$ cat src/rtl/key_debounce.sv
// key_debounce: synchronises and debounces a push-button into press/release pulses, an LED toggle and a saturating press count.
// Optional KEY_LONG_PRESS_EN adds a hold counter that pulses long_press once per sufficiently long press.
module key_debounce #(
    parameter int DEBOUNCE_CYCLES = 4000000,
    parameter int LONG_CYCLES     = 200000000,
    parameter bit KEY_ACTIVE_LOW  = 1'b1,
    parameter int CNT_W           = 8
) (
    input  logic             sys_clk,
    input  logic             rst_n,
    input  logic             key_in,
    output logic             key_state,
    output logic             press_pulse,
    output logic             release_pulse,
    output logic             led_toggle,
    output logic [CNT_W-1:0] press_cnt,
    output logic             long_press
);
    localparam int DW = $clog2(DEBOUNCE_CYCLES + 1);
    localparam logic [DW-1:0] DMAX = DW'(DEBOUNCE_CYCLES);

    typedef enum logic [1:0] {IDLE, PRESS_WAIT, PRESSED, RELEASE_WAIT} state_t;

    state_t        state;
    logic [1:0]    sync;
    logic          sample;
    logic          prev;
    logic [DW-1:0] cnt;
    logic [DW-1:0] cnt_nxt;
    logic          stable;

    assign sample  = sync[1] ^ KEY_ACTIVE_LOW;
    assign cnt_nxt = (sample != prev) ? '0 : (cnt == DMAX) ? cnt : cnt + 1'b1;
    // accept on the edge where the counter arrives at DEBOUNCE_CYCLES
    assign stable  = cnt_nxt == DMAX;

    always_ff @(posedge sys_clk or negedge rst_n) begin
        if (!rst_n) begin
            sync <= {2{KEY_ACTIVE_LOW}};
            prev <= 1'b0;
            cnt  <= '0;
        end else begin
            sync <= {sync[0], key_in};
            prev <= sample;
            cnt  <= cnt_nxt;
        end
    end

    always_ff @(posedge sys_clk or negedge rst_n) begin
        if (!rst_n) begin
            state         <= IDLE;
            key_state     <= 1'b0;
            press_pulse   <= 1'b0;
            release_pulse <= 1'b0;
            led_toggle    <= 1'b0;
            press_cnt     <= '0;
        end else begin
            press_pulse   <= 1'b0;
            release_pulse <= 1'b0;
            case (state)
                IDLE: if (sample) state <= PRESS_WAIT;
                PRESS_WAIT:
                    if (!sample) state <= IDLE;
                    else if (stable) begin
                        state       <= PRESSED;
                        key_state   <= 1'b1;
                        press_pulse <= 1'b1;
                        led_toggle  <= ~led_toggle;
                        press_cnt   <= press_cnt + CNT_W'(press_cnt != '1);
                    end
                PRESSED: if (!sample) state <= RELEASE_WAIT;
                RELEASE_WAIT:
                    if (sample) state <= PRESSED;
                    else if (stable) begin
                        state         <= IDLE;
                        key_state     <= 1'b0;
                        release_pulse <= 1'b1;
                    end
                default: state <= IDLE;
            endcase
        end
    end

`ifdef KEY_LONG_PRESS_EN
    localparam int LW = $clog2(LONG_CYCLES + 1);
    localparam logic [LW-1:0] LMAX = LW'(LONG_CYCLES);

    logic [LW-1:0] hold;

    // hold pauses in RELEASE_WAIT and saturates at LMAX so the pulse fires once per press
    always_ff @(posedge sys_clk or negedge rst_n) begin
        if (!rst_n) begin
            hold       <= '0;
            long_press <= 1'b0;
        end else begin
            hold       <= (state == PRESSED) ? ((hold == LMAX) ? hold : hold + 1'b1) :
                          (state == RELEASE_WAIT) ? hold : '0;
            long_press <= (state == PRESSED) && (hold == LMAX - 1'b1);
        end
    end
`else
    // constant 0; the comparison only keeps LONG_CYCLES referenced
    assign long_press = LONG_CYCLES < 0;
`endif

endmodule

$ cat config.mk
export PLATFORM = sky130hd
export DESIGN_NAME = key_debounce
export DESIGN_NICKNAME = d
export VERILOG_FILES = /design/src/rtl/key_debounce.sv
export SDC_FILE = /design/constraint.sdc
export NUM_CORES = 1
export LEC_CHECK = 0
export ABC_AREA = 1
export BUFFER_PORTS_ARGS = -buffer_cell sky130_fd_sc_hd__buf_2
export CORE_ASPECT_RATIO = 0.9
export CORE_MARGIN = 4
export CORE_UTILIZATION = 41
export CTS_CLUSTER_DIAMETER = 40
export CTS_CLUSTER_SIZE = 28
export DETAILED_ROUTE_END_ITERATION = 10
export GPL_TIMING_DRIVEN = 0
export PLACE_DENSITY = 0.67
export REMOVE_ABC_BUFFERS = 1
export SLEW_MARGIN = 40
export SYNTH_ARGS = -nofsm -noshare
export SYNTH_HDL_FRONTEND = slang
export SYNTH_SLANG_ARGS = --single-unit
$ cat constraint.sdc
create_clock -name sys_clk -period 1.8 [get_ports sys_clk]
set_input_delay 0.09 -clock sys_clk [delete_from_list [all_inputs] [get_ports sys_clk]]
set_output_delay 0.09 -clock sys_clk [all_outputs]
set_load 0.005 [all_outputs]
==> tab_implementation.tex, run 1 <==
\begin{tabular}{lr}
\hline
Metric & Value \\
\hline
\multicolumn{2}{l}{\textbf{Status}} \\
\quad Status & finished, violations left \\
\quad Violated checks & negative setup slack \\
\multicolumn{2}{l}{\textbf{Timing}} \\
\quad Worst slew slack as a fraction of its limit & 0.481 \\
\quad Final setup vio count & 14 \\
\quad Worst slew pin tran & a little under 0.8 ns \\
\quad Post-layout minimum cycle time & between 2 and 2.5 ns \\
\quad Final period utilization & 1.19 \\
\quad RSZ-0062 raised after global routing & yes \\
\quad Final Skew & between 0.01 and 0.015 ns \\
\quad Max Clock Freq & between 400 and 500 MHz \\
\quad Fin. max-slew vios & 0 \\
\quad Fin worst setup slack & -0.340 ns \\
\quad Final Hold Viols & 0 \\
\multicolumn{2}{l}{\textbf{Yosys}} \\
\quad Post-synthesis async set-or-reset flop share & 1.00 \\
\quad Share of the yosys chip area belonging to registers & 0.358 \\
\quad Number of warnings reported in the yosys synthesis log & 0 \\
\quad Post-synthesis cell type with the largest combined area & sky130\_fd\_sc\_hd\_\_dfrtp\_1 \\
\quad Count of state elements after synthesis & 39 \\
\quad Most frequently used cell type in the post-synthesis netlist & sky130\_fd\_sc\_hd\_\_nand2\_1 \\
\quad Post-synthesis cell type count & 31 \\
\quad Top\_reg\_cell synth & sky130\_fd\_sc\_hd\_\_dfrtp\_1 \\
\quad Number of synthesized flops with an enable pin & 0 \\
\quad Number of cells produced by synthesis & between 300 and 400 \\
\quad Top cell types by occurrence after synthesis & sky130\_fd\_sc\_hd\_\_nand2\_1, sky130\_fd\_sc\_hd\_\_nor2\_1, sky130\_fd\_sc\_hd\_\_inv\_1, sky130\_fd\_sc\_hd\_\_nand3\_1, sky130\_fd\_sc\_hd\_\_dfrtp\_1 \\
\quad Cells taking the most area after synthesis & sky130\_fd\_sc\_hd\_\_dfrtp\_1, sky130\_fd\_sc\_hd\_\_nand2\_1, sky130\_fd\_sc\_hd\_\_nor2\_1, sky130\_fd\_sc\_hd\_\_nand3\_1, sky130\_fd\_sc\_hd\_\_inv\_1 \\
\quad Portion of synthesized cell area occupied by the leading cell type & 0.339 \\
\quad Avg Synthesized Cell Area & about 7 sq um \\
\quad Netlist area before placement & 2730 sq um \\
\multicolumn{2}{l}{\textbf{Power}} \\
\quad Clock share of power & 0.315 \\
\quad Pleak & about 1.8 nW \\
\quad Internal portion of total power & 1.30 mW \\
\quad Switching part of the total & 0.280 \\
\quad Worst ir drop on vdd & roughly 370 uV \\
\quad Sequential share of power & 0.509 \\
\quad Total power divided by cell area & 515 nW/um\^{}2 \\
\quad Switching power summed over all nets & just over 0.5 mW \\
\quad Portion of total power attributed to combinational logic & 0.175 \\
\multicolumn{2}{l}{\textbf{Final layout}} \\
\quad Area taken by flip-flops and latches & roughly 1000 sq um \\
\quad Nets & 461 \\
\quad Proportion of layout cells with a drive suffix above 1 & 0.321 \\
\quad Layout-stage area growth over the synthesis result & 28.5\% \\
\quad Final std cells w/o fill & 542 \\
\quad Antenna cell count & 0 \\
\quad Area occupied by multi-input gates & 1730 sq um \\
\quad Fillers & about 600 \\
\multicolumn{2}{l}{\textbf{Place}} \\
\quad Count of buffers inserted at the top-level ports & 14 \\
\quad Placed Cells & slightly below 500 \\
\quad DP Wirelength & roughly 5100 um \\
\quad Gpl congestion & roughly 0.87 \\
\quad Setup WS pre-CTS & -0.634 ns \\
\multicolumn{2}{l}{\textbf{Clock tree}} \\
\quad Number of clock sinks & 39 \\
\quad Clock tree from TritonCTS & done \\
\quad Clock latency on the worst-skew pair & slightly below 0.3 ns \\
\quad Clock transition time at the flip-flop clock pins of the worst setup and hold paths & 0.07 ns \\
\quad Buffer levels on the longest clock path & 2 \\
\quad Buffer type at the clock tree root & sky130\_fd\_sc\_hd\_\_clkbuf\_8 \\
\quad Total CTS buffers & 5 \\
\quad Level count of the clock H-tree & 2 \\
\multicolumn{2}{l}{\textbf{Die}} \\
\quad Initial Util & 0.434 \\
\quad \# rows & 27 \\
\quad Die Footprint & 8030 sq um \\
\quad Core ar. & between 6000 and 7000 sq um \\
\quad I/O pins & 16 \\
\quad Chip width & between 90 and 100 um \\
\quad Overall die height & approximately 85 um \\
\multicolumn{2}{l}{\textbf{Routing}} \\
\quad Routed vias/inst & a little over 5 \\
\quad Residual antenna-violating net count after detailed routing & 0 \\
\quad Post-DR wirelength/cell & 14.0 um \\
\quad Drt drc & 0 \\
\quad Iter 0 DRT Violations & roughly 210 \\
\quad DRT Pass-1 Iters & 5 \\
\quad Via count of the routed design & about 2800 \\
\quad Total detailed-routing wirelength & 7570 um \\
\multicolumn{2}{l}{\textbf{Global routing}} \\
\quad Global-route usage over all layers & 0.195 \\
\quad Wire length of the first global-routing pass & approximately 13000 um \\
\quad Remaining global-route overflow & 0 \\
\quad Antenna violations before repair & 0 \\
\quad Pin count of the biggest net entering global routing & 40 \\
\quad Number of global-route vias before repair & 2679 \\
\multicolumn{2}{l}{\textbf{Critical path}} \\
\quad Req. time, crit path & around 2 ns \\
\quad Worst setup path class & reg -> reg \\
\quad Critical path data arrival time & about 2.3 ns \\
\quad Worst Setup End Kind & flip-flop \\
\quad Startpoint class of the critical path & flip-flop \\
\quad Max FO, Critical Path & 12 \\
\multicolumn{2}{l}{\textbf{Run}} \\
\quad Total of max-cap violations & 0 \\
\multicolumn{2}{l}{\textbf{Hold path}} \\
\quad Class of the worst hold path & in -> async \\
\hline
\end{tabular}
## routing by layer
layer | part of all wire | global-route usage | routed length, um | vias to the layer above
li1 | - | - | - | 1375
met1 | 0.44 | 0.271 | 3300 | 1303
met2 | 0.48 | 0.323 | 3610 | 119
met3 | 0.065 | 0.0275 | 496 | 18
met4 | 0.021 | 0.0446 | 159 | 0
met5 | 0 | 0 | 0 | -
## placed cells by master, fill, tap and decap left out, drive strengths merged, types with 2 or more instances in the layout
cell type and count:
a21o 2, and3 2, buf 49, clkbuf 7, clkinv 2, dfrtp 37
dfstp 2, dlygate4sd3 2, ha 4, inv 55, nand2 120, nand3 46
nand3b 2, nand4 24, nor2 78, nor3 7, o21ai 4, xnor2 2
xor2 6
## power groups by stage
stage | clock network, mW | logic (mW) | registers [mW]
5_1_grt | 0.628 | 0.353 | 0.923
4_1_cts | 0.586 | 0.269 | 0.919
3_5_place_dp | 0 | 0.176 | 0.933
3_3_place_gp | 0 | 0.164 | 0.931
2_1_floorplan | 0 | 0.116 | 0.926
6_report | 0.570 | 0.317 | 0.920
## cell type report
cell class	instances	share of cell area
timing repair buffer	51	0.107
tap	87	0.0310
sequential	39	0.284
clock inverter	1	0.00143
multi-input combinational	301	0.493
inverter	56	0.0621
clock buffer	7	0.0218
## registers in the layout (all words and copies together), names as in the netlist, named ones only
name / flops
cnt: 22
key_state: 1
led_toggle: 1
press_cnt: 8
press_pulse: 1
prev: 1
release_pulse: 1
state: 1
sync: 2
## path summary, 6_finish.rpt
check	from	to	slack (ns)	depth (start not counted)
min in group sys_clk	sync[0]$_DFF_PN1_	sync[1]$_DFF_PN1_	0.36	0
setup / recovery	sync[1]$_DFF_PN1_	press_cnt[4]$_DFFE_PN0P_	-0.34	10
max in group asynchronous	rst_n	cnt[9]$_DFF_PN0_	1.12	2
setup reg to reg	sync[1]$_DFF_PN1_	press_cnt[4]$_DFFE_PN0P_	-0.34	10
hold / removal	rst_n	press_cnt[0]$_DFFE_PN0P_	0.30	2
hold reg to reg	sync[0]$_DFF_PN1_	sync[1]$_DFF_PN1_	0.36	0
## through the flow
stage                util  hold WS, ns  cell area (sq um)  power (mW)  setup TNS [ns]
floorplan               -       -0.206               2710        1.04          -11.01
global placement    0.459        0.196               2880        1.10          -34.63
detailed placement  0.464       0.0952               2920        1.11           -8.34
CTS                 0.536        0.314               3370        1.77           -3.08
global route        0.558        0.365               3510        1.90           -6.30
finish              0.558        0.298               3510        1.81           -4.30
## critical path: stages (launching register included)
cell and delay, ns:
sky130_fd_sc_hd__dfstp_2 0.58, sky130_fd_sc_hd__xor2_4 0.14, sky130_fd_sc_hd__buf_6 0.19, sky130_fd_sc_hd__nand3_1 0.17, sky130_fd_sc_hd__nand2_1 0.10, sky130_fd_sc_hd__nor2_1 0.17
sky130_fd_sc_hd__nand4_1 0.17, sky130_fd_sc_hd__nor2_4 0.21, sky130_fd_sc_hd__nand4_4 0.14, sky130_fd_sc_hd__nand2_1 0.11, sky130_fd_sc_hd__nand2_1 0.05
## cell families (layout without fill, tap and decap cells)
kind of cell | after synthesis | after routing | synth area share
buffers and inverters | 60 | 115 | 0.0862
adders and majority gates | 4 | 4 | 0.0183
AOI/OAI and AO/OA | 8 | 8 | 0.0179
DFF | 39 | 39 | 0.358
other | 1 | 1 | 0.00137
xor gates and xnor gates | 8 | 8 | 0.0257
and+or+nand+nor | 279 | 280 | 0.492
## repair_timing
item	4_1_cts	5_1_grt
resized for setup	45	18
gates cloned	1	0
buffers inserted	24	10
endpoints found under the setup margin	14	14
hold buffers	2	0
hold endpoints to repair	38	0
pin swaps	18	14
(Power assumes the default switching activity.)
==> run 2, diff against run 1 <==
--- a/config.mk
+++ b/config.mk
@@ -7,14 +7,13 @@
 export LEC_CHECK = 0
 export ABC_AREA = 1
 export BUFFER_PORTS_ARGS = -buffer_cell sky130_fd_sc_hd__buf_2
-export CORE_ASPECT_RATIO = 0.9
 export CORE_MARGIN = 4
-export CORE_UTILIZATION = 41
+export CORE_UTILIZATION = 40
 export CTS_CLUSTER_DIAMETER = 40
 export CTS_CLUSTER_SIZE = 28
 export DETAILED_ROUTE_END_ITERATION = 10
 export GPL_TIMING_DRIVEN = 0
-export PLACE_DENSITY = 0.67
+export PLACE_DENSITY = 0.65
 export REMOVE_ABC_BUFFERS = 1
 export SLEW_MARGIN = 40
 export SYNTH_ARGS = -nofsm -noshare
==> run 2 against run 1 <==
Effect of this change: the run still ends with negative setup slack left; worst hold slack improved by 0.0029 ns; maximum frequency is 0.34% higher; die area grew 2.3%; routed wire length decreased by 2.9%; global-route usage down 0.90 points; largest cell class unchanged.
==> tab_implementation.tex, run 2 (synthesized netlist as in run 1, its figures left out) <==
\begin{tabular}{lr}
\hline
Metric & Value \\
\hline
\multicolumn{2}{l}{\textbf{Critical path}} \\
\quad Max FO, Critical Path & 12 (unchanged) \\
\quad Stage delay of the slowest cell on the critical path & 0.60 ns (+0.02 ns) \\
\quad Crit-path most repeated cell & sky130\_fd\_sc\_hd\_\_nand2\_1 \\
\quad Critical path data arrival time & 2.31 ns (about the same) \\
\quad Critical-path cell with the highest stage delay & sky130\_fd\_sc\_hd\_\_dfstp\_2 \\
\quad Worst setup path class & reg -> reg \\
\quad Worst Setup End Kind & flip-flop \\
\quad Series of cell instances along the critical path & xor2\_4, buf\_6, nand3\_1, nand2\_1, nor2\_2, nand4\_1, nor2\_4, nand4\_4, nand2\_2, nand2\_1 \\
\quad Startpoint class of the critical path & flip-flop \\
\quad Req. time, crit path & 1.98 ns (about the same) \\
\multicolumn{2}{l}{\textbf{Final layout}} \\
\quad Largest reg by FF count & cnt \\
\quad Fillers & 591 (-2.0\%) \\
\quad End-of-flow core utilization & 0.533 (-0.0255) \\
\quad Proportion of layout cells with a drive suffix above 1 & 0.326 (+0.00496) \\
\quad Top flop regs & cnt (22), press\_cnt (8), sync (2) \\
\quad Antenna cell count & 0 (unchanged) \\
\quad Layout-stage area growth over the synthesis result & 26.8\% \\
\quad Most frequent cells in the layout & sky130\_fd\_sc\_hd\_\_nand2\_1, sky130\_fd\_sc\_hd\_\_nor2\_1, sky130\_fd\_sc\_hd\_\_inv\_1 \\
\quad Nets & 451 (-2.2\%) \\
\quad Largest register FFs & 22 (unchanged) \\
\quad Most common cell after layout, fill and taps aside & sky130\_fd\_sc\_hd\_\_nand2\_1 \\
\multicolumn{2}{l}{\textbf{Die}} \\
\quad Die Footprint & 8210 sq um (+2.3\%) \\
\quad Initial Util & 0.420 (-0.0141) \\
\quad Core ar. & 6490 sq um (+3.4\%) \\
\quad Overall die height & 90.6 um (+6.1\%) \\
\quad \# rows & 29 (+7.4\%) \\
\quad Chip width & 90.6 um (-3.6\%) \\
\quad I/O pins & 16 (unchanged) \\
\multicolumn{2}{l}{\textbf{Place}} \\
\quad DP Wirelength & 5240 um (+1.9\%) \\
\quad Setup WS pre-CTS & -0.654 ns (-0.0201 ns) \\
\quad Count of buffers inserted at the top-level ports & 14 (unchanged) \\
\quad Gpl congestion & 0.887 (+2.0\%) \\
\multicolumn{2}{l}{\textbf{Hold path}} \\
\quad Class of the worst hold path & in -> async \\
\multicolumn{2}{l}{\textbf{Power}} \\
\quad Total power divided by cell area & 515 nW/um\^{}2 (about the same) \\
\quad Total chip power & 1.78 mW (-1.3\%) \\
\quad Worst ir drop on vdd & 458 uV (+24\%) \\
\quad Pleak & 1.73 nW (-1.3\%) \\
\multicolumn{2}{l}{\textbf{Timing}} \\
\quad Fin. max-slew vios & 0 (unchanged) \\
\quad RSZ-0062 raised after global routing & yes \\
\quad Final Hold Viols & 0 (unchanged) \\
\quad Fin worst setup slack & -0.332 ns (+0.00731 ns) \\
\quad Hold slack final & 0.300 ns (+0.00285 ns) \\
\quad Final total negative setup slack & -4.06 ns (+0.241 ns) \\
\quad Final Skew & 0.00797 ns (-0.00247 ns) \\
\quad Final period utilization & 1.18 (-0.00406) \\
\quad Final setup vio count & 14 (unchanged) \\
\quad Worst slew pin tran & 0.738 ns (-0.0372 ns) \\
\quad Worst slew slack as a fraction of its limit & 0.506 (+0.0249) \\
\quad Max Clock Freq & 469 MHz (+0.34\%) \\
\quad Post-layout minimum cycle time & 2.13 ns (-0.00731 ns) \\
\multicolumn{2}{l}{\textbf{Clock tree}} \\
\quad Number of clock sinks & 39 (unchanged) \\
\quad Total CTS buffers & 5 (unchanged) \\
\quad Clock latency on the worst-skew pair & 0.29 ns (about the same) \\
\quad Clock transition time at the flip-flop clock pins of the worst setup and hold paths & 0.07 ns (about the same) \\
\quad Level count of the clock H-tree & 2 (unchanged) \\
\quad Buffer type at the clock tree root & sky130\_fd\_sc\_hd\_\_clkbuf\_8 \\
\quad Buffer levels on the longest clock path & 2 (unchanged) \\
\quad Clock tree from TritonCTS & done \\
\multicolumn{2}{l}{\textbf{Status}} \\
\quad Status & finished, violations left \\
\quad Violated checks & negative setup slack \\
\multicolumn{2}{l}{\textbf{Global routing}} \\
\quad Pin count of the biggest net entering global routing & 40 (unchanged) \\
\quad Remaining global-route overflow & 0 (unchanged) \\
\quad Antenna violations before repair & 0 (unchanged) \\
\quad Number of global-route vias before repair & 2703 (+0.90\%) \\
\quad Global-route usage over all layers & 0.186 (-0.00898) \\
\quad Wire length of the first global-routing pass & 12500 um (unchanged) \\
\multicolumn{2}{l}{\textbf{Run}} \\
\quad Total of max-cap violations & 0 (unchanged) \\
\multicolumn{2}{l}{\textbf{Routing}} \\
\quad DRT Pass-1 Iters & 5 (unchanged) \\
\quad Iter 0 DRT Violations & 147 (-31\%) \\
\quad Routed vias/inst & 5.24 (+0.81\%) \\
\quad Residual antenna-violating net count after detailed routing & 0 (unchanged) \\
\quad Total detailed-routing wirelength & 7350 um (-2.9\%) \\
\quad Drt drc & 0 (unchanged) \\
\quad Post-DR wirelength/cell & 14.1 um (+0.82\%) \\
\quad Via count of the routed design & 2733 (-2.9\%) \\
\hline
\end{tabular}
run 2: changes by cell type in the layout (fill, tap and decap cells not counted), sizes merged:
cell  previous run  this run
buf             49        39
run 2: cell type report:
type	count	area, sq um	area share
multi-input combinational	301	1770	0.510
sequential	39	993	0.287
timing repair buffer	41	309	0.0893
inverter	56	215	0.0622
tap	77	96.3	0.0278
clock buffer	7	76.3	0.0221
clock inverter	1	5.00	0.00145
run 2: where the power goes:
| group | total [mW] | internal [mW] | switching [mW] |
|---|---|---|---|
| Combinational | 0.294 | 0.125 | 0.168 |
| Sequential | 0.925 | 0.895 | 0.0292 |
| Clock | 0.565 | 0.272 | 0.293 |
| Total | 1.78 | 1.29 | 0.491 |
run 2: metrics by stage:
step	area [sq um]	std cells
3_5_place_dp	2900	487
5_1_grt	3460	522
3_3_place_gp	2870	486
6_report	3460	522
4_1_cts	3330	515
2_1_floorplan	2710	395
run 2: path summary, 6_finish.rpt:
| check | end | slack, ns | depth (start not counted) | from |
|---|---|---|---|---|
| max | press_cnt[6]$_DFFE_PN0P_ | -0.33 | 10 | sync[1]$_DFF_PN1_ |
| min | cnt[4]$_DFF_PN0_ | 0.30 | 2 | rst_n |
| max reg2reg | press_cnt[6]$_DFFE_PN0P_ | -0.33 | 10 | sync[1]$_DFF_PN1_ |
| min reg2reg | sync[1]$_DFF_PN1_ | 0.36 | 0 | sync[0]$_DFF_PN1_ |
| max in group asynchronous | cnt[13]$_DFF_PN0_ | 1.13 | 2 | rst_n |
| min in group sys_clk | sync[1]$_DFF_PN1_ | 0.36 | 0 | sync[0]$_DFF_PN1_ |
run 2: layer usage:
metal  global-route usage  part of all wire  up-vias
met1                0.244              0.43     1292
met5                    0                 0        -
met3               0.0408             0.066       17
met2                0.298              0.48       67
met4               0.0753             0.022        0
li1                     -                 -     1357
run 2: repair_timing:
action                                 in CTS  in global routing
setup buffers                              17                  7
gates resized for setup                    44                 26
gates cloned                                1                  0
setup endpoints to repair                  14                 14
endpoints found under the hold margin      38                  0
hold buffers                                2                  0
pin swaps                                  20                 19
run 2: worst max-delay path: cells and delay by family, from the launching register on:
family        cells  cell delay, ns
xor+xnor          1            0.13
buf+inv           1            0.18
simple gates      8            1.10
flops             1            0.60
==> run 3, diff against run 2 <==
--- a/config.mk
+++ b/config.mk
@@ -9,6 +9,7 @@
 export BUFFER_PORTS_ARGS = -buffer_cell sky130_fd_sc_hd__buf_2
 export CORE_MARGIN = 4
 export CORE_UTILIZATION = 40
+export CTS_BUF_LIST = sky130_fd_sc_hd__clkbuf_4
 export CTS_CLUSTER_DIAMETER = 40
 export CTS_CLUSTER_SIZE = 28
 export DETAILED_ROUTE_END_ITERATION = 10
==> run 3 against run 2 <==
Effect of this change: the flow still finishes with violations (negative setup slack); critical path depth up 4; non-clock buffer count grew 1; clock skew is 0.0065 ns higher; clock-buffer cell count did not move; via count increased by 1.5%; final cell count grew 0.19%; sequential share of layout area increased by 0.073 points; largest cell class unchanged; core utilization decreased by 0.13 points; design area down 0.25%; first-iteration DRC count increased by 31%.
==> tab_implementation.tex, run 3 (synthesized netlist as in run 1, its figures left out) <==
\begin{tabular}{lr}
\hline
Metric & Value \\
\hline
\multicolumn{2}{l}{\textbf{Critical path}} \\
\quad Req. time, crit path & 2.05 ns (+0.07 ns) \\
\quad Cell depth of the worst flop-to-flop path & 14 (+4) \\
\quad Worst Setup End Kind & flip-flop \\
\quad Worst setup path class & reg -> reg \\
\quad Setup slack of the most critical reg-to-reg path & -0.35 ns (-0.02 ns) \\
\quad Critical-path cell with the highest stage delay & sky130\_fd\_sc\_hd\_\_dfrtp\_2 \\
\quad Startpoint class of the critical path & flip-flop \\
\quad Reg-to-reg critical path endpoint & press\_cnt[7]\$\_DFFE\_PN0P\_ \\
\quad Series of cell instances along the critical path & buf\_6, nand2\_2, nor2\_4, nand2\_4, nor2\_4, nand2\_2, nand2\_2, nand3\_4, nor2\_4, nand2\_2, nor2\_4, nand4\_4, nand2\_1, nand2\_1 \\
\quad Stage delay of the slowest cell on the critical path & 0.46 ns (-0.14 ns) \\
\quad Reg-to-reg startpoint & cnt[6]\$\_DFF\_PN0\_ \\
\quad Critical path data arrival time & 2.40 ns (+0.09 ns) \\
\quad Max FO, Critical Path & 6 (-6) \\
\multicolumn{2}{l}{\textbf{Clock tree}} \\
\quad Buffer type at the clock tree root & sky130\_fd\_sc\_hd\_\_clkbuf\_4 \\
\quad Number of clock sinks & 39 (unchanged) \\
\quad Clock tree from TritonCTS & done \\
\quad Clock latency on the worst-skew pair & 0.35 ns (+0.06 ns) \\
\quad Level count of the clock H-tree & 2 (unchanged) \\
\quad Total CTS buffers & 5 (unchanged) \\
\quad Clock transition time at the flip-flop clock pins of the worst setup and hold paths & 0.12 ns (+0.05 ns) \\
\quad Buffer levels on the longest clock path & 2 (unchanged) \\
\multicolumn{2}{l}{\textbf{Timing}} \\
\quad Final total negative setup slack & -4.21 ns (-0.145 ns) \\
\quad Fin worst setup slack & -0.348 ns (-0.0158 ns) \\
\quad Final setup vio count & 14 (unchanged) \\
\quad Final Hold Viols & 0 (unchanged) \\
\quad Final period utilization & 1.19 (+0.00880) \\
\quad Worst slew pin tran & 0.738 ns (+0.000607 ns) \\
\quad RSZ-0062 raised after global routing & yes \\
\quad Post-layout minimum cycle time & 2.15 ns (+0.0158 ns) \\
\quad Fin. max-slew vios & 0 (unchanged) \\
\quad Worst slew slack as a fraction of its limit & 0.506 (about the same) \\
\quad Max Clock Freq & 465 MHz (-0.74\%) \\
\quad Final Skew & 0.0144 ns (+0.00648 ns) \\
\multicolumn{2}{l}{\textbf{Global routing}} \\
\quad Antenna violations before repair & 0 (unchanged) \\
\quad Number of global-route vias before repair & 2691 (-0.44\%) \\
\quad Pin count of the biggest net entering global routing & 40 (unchanged) \\
\quad Global-route usage over all layers & 0.183 (-0.00387) \\
\quad Wire length of the first global-routing pass & 12300 um (-1.4\%) \\
\quad Remaining global-route overflow & 0 (unchanged) \\
\multicolumn{2}{l}{\textbf{Final layout}} \\
\quad Largest register FFs & 22 (unchanged) \\
\quad Proportion of layout cells with a drive suffix above 1 & 0.327 (+0.00151) \\
\quad Nets & 452 (+0.22\%) \\
\quad Top flop regs & cnt (22), press\_cnt (8), sync (2) \\
\quad Largest reg by FF count & cnt \\
\quad Antenna cell count & 0 (unchanged) \\
\quad End-of-flow core utilization & 0.531 (-0.00135) \\
\quad Most frequent cells in the layout & sky130\_fd\_sc\_hd\_\_nand2\_1, sky130\_fd\_sc\_hd\_\_nor2\_1, sky130\_fd\_sc\_hd\_\_inv\_1 \\
\quad Most common cell after layout, fill and taps aside & sky130\_fd\_sc\_hd\_\_nand2\_1 \\
\quad Layout-stage area growth over the synthesis result & 26.4\% \\
\multicolumn{2}{l}{\textbf{Die}} \\
\quad I/O pins & 16 (unchanged) \\
\quad Overall die height & 90.6 um (unchanged) \\
\quad Initial Util & 0.420 (unchanged) \\
\quad \# rows & 29 (unchanged) \\
\quad Die Footprint & 8210 sq um (unchanged) \\
\quad Core ar. & 6490 sq um (unchanged) \\
\quad Chip width & 90.6 um (unchanged) \\
\multicolumn{2}{l}{\textbf{Place}} \\
\quad Count of buffers inserted at the top-level ports & 14 (unchanged) \\
\quad Setup WS pre-CTS & -0.654 ns (unchanged) \\
\quad Gpl congestion & 0.887 (unchanged) \\
\quad DP Wirelength & 5240 um (unchanged) \\
\multicolumn{2}{l}{\textbf{Power}} \\
\quad Worst ir drop on vdd & 422 uV (-8.0\%) \\
\quad Total power divided by cell area & 488 nW/um\^{}2 (-5.3\%) \\
\quad Pleak & 1.73 nW (-0.21\%) \\
\multicolumn{2}{l}{\textbf{Routing}} \\
\quad Post-DR wirelength/cell & 13.9 um (-1.2\%) \\
\quad Via count of the routed design & 2774 (+1.5\%) \\
\quad Drt drc & 0 (unchanged) \\
\quad Routed vias/inst & 5.30 (+1.3\%) \\
\quad Total detailed-routing wirelength & 7280 um (-0.98\%) \\
\quad DRT Pass-1 Iters & 5 (unchanged) \\
\quad Iter 0 DRT Violations & 193 (+31\%) \\
\quad Residual antenna-violating net count after detailed routing & 0 (unchanged) \\
\multicolumn{2}{l}{\textbf{Status}} \\
\quad Status & finished, violations left \\
\quad Violated checks & negative setup slack \\
\multicolumn{2}{l}{\textbf{Hold path}} \\
\quad Class of the worst hold path & in -> async \\
\multicolumn{2}{l}{\textbf{Run}} \\
\quad Total of max-cap violations & 0 (unchanged) \\
\hline
\end{tabular}
==> run 3: what timing repair did <==
action / 4_1_cts / 5_1_grt
pin swaps: 20 / 30
gates cloned: 1 / 0
endpoints found under the setup margin: 14 / 15
gates resized for setup: 41 / 32
buffers inserted: 17 / 8
hold buffers: 2 / 0
endpoints found under the hold margin: 38 / 0
==> run 3: how the worst max path moves through the flow <==
stage | start | endpoint | slack, ns
detailed placement | cnt[1]$_DFF_PN0_ | press_cnt[6]$_DFFE_PN0P_ | -0.65
CTS | cnt[0]$_DFF_PN0_ | press_cnt[6]$_DFFE_PN0P_ | -0.28
global placement | sync[1]$_DFF_PN1_ | press_cnt[6]$_DFFE_PN0P_ | -1.49
finish | cnt[6]$_DFF_PN0_ | press_cnt[7]$_DFFE_PN0P_ | -0.35
global route | cnt[0]$_DFF_PN0_ | press_cnt[2]$_DFFE_PN0P_ | -0.52
floorplan | sync[1]$_DFF_PN1_ | press_cnt[2]$_DFFE_PN0P_ | -0.76
==> run 3: metal layers <==
metal	wire (um)	global-route usage	vias up
li1	-	-	1359
met1	3260	0.246	1317
met2	3520	0.298	85
met3	376	0.0292	13
met4	125	0.0599	0
met5	0	0	-
==> run 3: worst max-delay path: cells and delay by family, from the launching register on <==
| kind | cells | cell delay [ns] |
|---|---|---|
| DFF | 1 | 0.46 |
| and+or+nand+nor | 13 | 1.46 |
| buffers and inverters | 1 | 0.12 |
==> run 3: area by class of cell <==
cell class	count	area, sq um
clock buffer	7	52.6
tap	77	96.3
inverter	56	215
clock inverter	1	5.00
fill	590	3040
sequential	39	993
multi-input combinational	301	1780
timing repair buffer	42	308
==> run 3: power breakdown <==
group | leakage, nW | internal (mW) | switching [mW] | total, mW
Combinational | 1.18 | 0.122 | 0.173 | 0.295
Sequential | 0.512 | 0.895 | 0.0277 | 0.923
Clock | 0.0361 | 0.183 | 0.284 | 0.467
Total | 1.73 | 1.20 | 0.484 | 1.68
==> run 3: stage by stage <==
stage	cell area [sq um]	instances	total power [mW]	hold WS (ns)
floorplan	2710	395	1.04	-0.206
finish	3450	523	1.68	0.238
CTS	3280	515	1.66	0.248
global route	3450	523	1.76	0.278
detailed placement	2900	487	1.11	0.0952
global placement	2870	486	1.10	0.197
